===== src/rtl/sr_cmd_pkg.sv =====
// Shared constants and FSM encoding for the SR command generator.
package sr_cmd_pkg;

   localparam int DB_CYCLES_DEF    = 4;
   localparam int GUARD_CYCLES_DEF = 2;

   typedef logic [1:0] state_t;

   localparam state_t ST_IDLE      = 2'd0;
   localparam state_t ST_SET_PULSE = 2'd1;
   localparam state_t ST_RST_PULSE = 2'd2;
   localparam state_t ST_GUARD     = 2'd3;

endpackage


===== src/rtl/sr_debounce.sv =====
// Two-flop synchroniser plus debounce counter for one raw push-button;
// emits a one-cycle combinational press strobe on each accepted 0->1 level change.
module sr_debounce
   import sr_cmd_pkg::*;
#(
   parameter int DB_CYCLES = DB_CYCLES_DEF
) (
   input  logic clk_i,
   input  logic rst_i,
   input  logic btn_i,
   output logic press_o
);

   localparam int CW = $clog2(DB_CYCLES);
   localparam logic [CW-1:0] CNT_LAST = CW'(DB_CYCLES - 1);

   logic [1:0]    sync_q;
   logic [CW-1:0] cnt_q, cnt_d;
   logic          level_q, level_d;
   logic          diff;
   logic          hit;

   // The counter only runs while the synchronised value disagrees with the
   // accepted level; any agreeing sample restarts the qualification window.
   always_comb begin
      diff    = sync_q[1] ^ level_q;
      hit     = diff && (cnt_q == CNT_LAST);
      cnt_d   = '0;
      if (diff && !hit) begin
         cnt_d = cnt_q + 1'b1;
      end
      level_d = level_q ^ hit;
      press_o = hit & ~level_q;
   end

   always_ff @(posedge clk_i or posedge rst_i) begin
      if (rst_i) begin
         sync_q  <= '0;
         cnt_q   <= '0;
         level_q <= 1'b0;
      end else begin
         sync_q  <= {sync_q[0], btn_i};
         cnt_q   <= cnt_d;
         level_q <= level_d;
      end
   end

endmodule


===== src/rtl/sr_cmd_gen.sv =====
// Converts debounced set/reset button presses into mutually exclusive one-cycle
// s/r commands, with a post-command lockout window and a simultaneous-press flag.
module sr_cmd_gen
   import sr_cmd_pkg::*;
#(
   parameter int DB_CYCLES    = DB_CYCLES_DEF,
   parameter int GUARD_CYCLES = GUARD_CYCLES_DEF
) (
   input  logic clock,
   input  logic reset,
   input  logic set_btn,
   input  logic rst_btn,
   output logic s,
   output logic r,
   output logic busy,
   output logic conflict
);

   localparam int GW    = (GUARD_CYCLES > 1) ? $clog2(GUARD_CYCLES) : 1;
   localparam int GLAST = (GUARD_CYCLES > 0) ? GUARD_CYCLES - 1 : 0;
   localparam logic [GW-1:0] GLAST_C = GW'(GLAST);

   logic set_ev;
   logic rst_ev;

   state_t        state_q, state_d;
   logic [GW-1:0] gcnt_q, gcnt_d;
   logic          s_q, r_q, busy_q, conflict_q;
   logic          conflict_d;

   sr_debounce #(.DB_CYCLES(DB_CYCLES)) u_set_db (
      .clk_i   (clock),
      .rst_i   (reset),
      .btn_i   (set_btn),
      .press_o (set_ev)
   );

   sr_debounce #(.DB_CYCLES(DB_CYCLES)) u_rst_db (
      .clk_i   (clock),
      .rst_i   (reset),
      .btn_i   (rst_btn),
      .press_o (rst_ev)
   );

   // Presses arriving outside IDLE are simply dropped; nothing is queued.
   always_comb begin
      state_d    = state_q;
      gcnt_d     = gcnt_q;
      conflict_d = 1'b0;
      case (state_q)
         ST_IDLE: begin
            if (set_ev && rst_ev) begin
               conflict_d = 1'b1;
            end else if (set_ev) begin
               state_d = ST_SET_PULSE;
            end else if (rst_ev) begin
               state_d = ST_RST_PULSE;
            end
         end
         ST_SET_PULSE, ST_RST_PULSE: begin
            gcnt_d = '0;
            if (GUARD_CYCLES == 0) begin
               state_d = ST_IDLE;
            end else begin
               state_d = ST_GUARD;
            end
         end
         ST_GUARD: begin
            if (gcnt_q == GLAST_C) begin
               state_d = ST_IDLE;
            end else begin
               gcnt_d = gcnt_q + 1'b1;
            end
         end
         default: state_d = ST_IDLE;
      endcase
   end

   // Outputs are decoded from the next state so they come straight off flops.
   always_ff @(posedge clock or posedge reset) begin
      if (reset) begin
         state_q    <= ST_IDLE;
         gcnt_q     <= '0;
         s_q        <= 1'b0;
         r_q        <= 1'b0;
         busy_q     <= 1'b0;
         conflict_q <= 1'b0;
      end else begin
         state_q    <= state_d;
         gcnt_q     <= gcnt_d;
         s_q        <= (state_d == ST_SET_PULSE);
         r_q        <= (state_d == ST_RST_PULSE);
         busy_q     <= (state_d != ST_IDLE);
         conflict_q <= conflict_d;
      end
   end

   assign s        = s_q;
   assign r        = r_q;
   assign busy     = busy_q;
   assign conflict = conflict_q;

endmodule


===== config.mk =====
export PLATFORM = sky130hd
export DESIGN_NAME = sr_cmd_gen
export DESIGN_NICKNAME = d
export VERILOG_FILES = /design/src/rtl/sr_cmd_pkg.sv /design/src/rtl/sr_debounce.sv /design/src/rtl/sr_cmd_gen.sv
export SDC_FILE = /design/constraint.sdc
export NUM_CORES = 1
export LEC_CHECK = 0
export CORE_UTILIZATION = 50
export DETAILED_ROUTE_END_ITERATION = 12
export GPL_ROUTABILITY_DRIVEN = 1
export HOLD_SLACK_MARGIN = 0.08
export PLACE_DENSITY = 0.72
export SLEW_MARGIN = 20
export SYNTH_ARGS = -nofsm -noshare
export SYNTH_HDL_FRONTEND = slang
export SYNTH_SLANG_ARGS = --single-unit
export TNS_END_PERCENT = 20

===== constraint.sdc =====
create_clock -name clock -period 3.65 [get_ports clock]
set_input_delay 0.73 -clock clock [delete_from_list [all_inputs] [get_ports clock]]
set_output_delay 0.73 -clock clock [all_outputs]
set_load 0.005 [all_outputs]

==> qor.txt <==
Post-synthesis net count = 62
Final Cell Area = 805 µm²
Crit Path Max Fanout = 1
Seq cells post-synth = 17
Pin count of the biggest net entering global routing = 18
Initial antenna violation count = 0
Placed cell area = 778 µm²
Routed via count = 405
Logic pwr share = 0.382
Clock tree buffer depth = 2
Port Buffers = 7
Cell Area, Synth = 689 µm²
Core area = 1280 µm²
Full die area = 1530 µm²
Worst-skew pair later-pin latency = 0.27 ns
Register-to-Register Path Depth = 6
Clock-pin slew on the worst setup and hold paths = 0.09 ns
Final hold vios = 0
WL/cell = 10.8 µm
Post-synth EDFFs = 0
CTS tree = built
Syn Area/Cell = 13.0 µm²
Maximum vdd drop = 545 µV
Drt drc = 0
Reg2reg setup slack = 2.24 ns
Initial DRC Count = 3
First-pass GRT wire length = 1450 µm
RSZ-0062 raised after global routing = no
Max transition margin = 0.600
Post-CTS Resized = 0
Clock Sink Count = 17
Hold_buf cts = 0
# diodes = 0
Async SR Flop Fraction = 1.00
Top_reg_cell synth = dfrtp_1
Inst Count DP = 75
CP Cell Sequence = clkdlybuf4s50_1
Critical path origin = busy$_DFF_PP0_
Critical path class = flop to output port
CP arrival = 1.11 ns
Setup Viol. Count Final = 0
Final wirelength = 851 µm
Worst Max-Slew Pin Slew = 0.599 ns
Synth area leaders = dfrtp_1 (62%), ha_1 (9.1%), mux2_1 (4.9%), inv_1 (2.7%), a311oi_1 (2.5%)
Final period util = 0.504
GRT overflow = 0
DP HPWL = 665 µm
Startpoint Class = flop
Slowest stage delay, CP = 0.49 ns
Synth Warn # = 0
Leak pwr = 0.384 nW
RR Endpoint = s$_DFF_PP0_
Antenna viol nets, final = 0
Critical Path RT = 2.92 ns
Initial Util = 0.537
Gr usage total = 0.148
Total CTS buffers = 3
CP endpoint = busy
Power Density = 768 nW/µm²
Die width = 39.1 µm
Drt first pass iters = 3
Post-synth top area share = 0.617
Yosys cell types = 17
Count leader, synth = dfrtp_1
Fmax achieved = 543 MHz
Sequential share of power = 0.466
Hold Crit Class = flop to flop
Switching power = 200 µW
Buffers & Inverters on Critical Path = 1
Clock share of power = 0.152
Sw Ratio = 0.324
Via density per instance = 5.13
Internal power = 418 µW
Status = completed
CTS root buf = clkbuf_4
Clock Skew = 0.000950 ns
Critical path endpoint category = output port
Setup tns final = 0 ns
Net count, final = 74
Site Rows = 13
RePlAce Congestion = 0.758
I/O pins = 8
Crit path max-delay family = buffers and inverters
Share of layout cells above drive strength 1 = 0.0781
Cell count after synthesis = 53
Reg2reg start = u_rst_db.cnt_q[0]$_DFF_PP0_
Vias in the first global route = 353
Max Cap Viol = 0
WP depth = 1
Finished Layout Cells = 79
Commonest cells post-synth = dfrtp_1 (17), ha_1 (5), inv_1 (5)
H-tree lvl count = 1
Max-slew violations = 0
Die height = 39.1 µm
Minimum clock period = 1.84 ns
Hold_sp = u_set_db.sync_q[0]$_DFF_PP0_
CP max-delay cell = clkdlybuf4s50_1
Top cell type by total area after synthesis = dfrtp_1
Seq/Total Area, Yosys = 0.617
Synth-to-layout area growth = 16.7%
Setup Buffers After CTS = 0
[layer usage]
metal  share of wire  wire length, µm  vias up  track usage
met5               0                0        -            0
met4           0.014               12        0       0.0776
met3           0.033               28        2       0.0520
met2            0.47              396        7        0.221
met1            0.49              413      190        0.188
li1                -                -      206            -
[power groups by stage]
stage / Clock (mW) / Sequential (mW) / Combinational, mW
finish: 0.0940 / 0.288 / 0.236
global route: 0.104 / 0.297 / 0.275
CTS: 0.0972 / 0.289 / 0.242
detailed placement: 0 / 0.291 / 0.240
global placement: 0 / 0.291 / 0.234
floorplan: 0 / 0.286 / 0.180
[cell type report]
class	instances	area [µm²]
clock buffer	4	26.3
fill	109	480
inverter	6	22.5
multi-input combinational	30	241
sequential	17	425
tap	15	18.8
timing repair buffer	7	70.1
[per-stage QoR]
stage               worst slack (ns)  hold WS, ns  utilization  power (mW)
floorplan                       2.36        0.331            -       0.466
global placement                2.12        0.336        0.606       0.525
detailed placement              2.10        0.339        0.606       0.531
CTS                             1.79        0.359        0.626       0.628
global route                    1.77        0.371        0.626       0.676
finish                          1.81        0.357        0.626       0.618
[cell usage in the layout, fill, tap and decap left out]
master | synthesis | layout
a311oi_1 | 2 | 2
a31o_1 | 1 | 1
a31o_2 | 1 | 1
and3_1 | 1 | 1
and3b_1 | 2 | 2
clkbuf_1 | 0 | 1
clkbuf_4 | 0 | 3
clkdlybuf4s50_1 | 0 | 7
dfrtp_1 | 17 | 17
ha_1 | 5 | 5
inv_1 | 5 | 5
inv_2 | 1 | 1
mux2_1 | 3 | 3
nand2_1 | 3 | 3
nand3b_1 | 2 | 2
nor2_1 | 2 | 2
nor3_1 | 2 | 2
nor3b_1 | 2 | 2
o21ai_1 | 2 | 2
xnor2_1 | 2 | 2
[how the worst min path moves through the flow]
stage / end / depth (start not counted) / slack, ns
floorplan: u_rst_db.sync_q[1]$_DFF_PP0_ / 0 / 0.33
global placement: u_rst_db.sync_q[1]$_DFF_PP0_ / 0 / 0.34
detailed placement: u_set_db.sync_q[1]$_DFF_PP0_ / 0 / 0.34
CTS: u_set_db.sync_q[1]$_DFF_PP0_ / 0 / 0.36
global route: u_rst_db.sync_q[1]$_DFF_PP0_ / 0 / 0.37
finish: u_set_db.sync_q[1]$_DFF_PP0_ / 0 / 0.36
[cells by family after synthesis]
logic type / Yosys count / synth area share
fa+ha+maj: 5 / 0.0907
simple gates: 14 / 0.120
buf+inv: 6 / 0.0327
xor+xnor: 2 / 0.0254
compound gates: 6 / 0.0653
flops: 17 / 0.617
mux: 3 / 0.0490
Note: power is estimated with default switching activity, not from simulation.
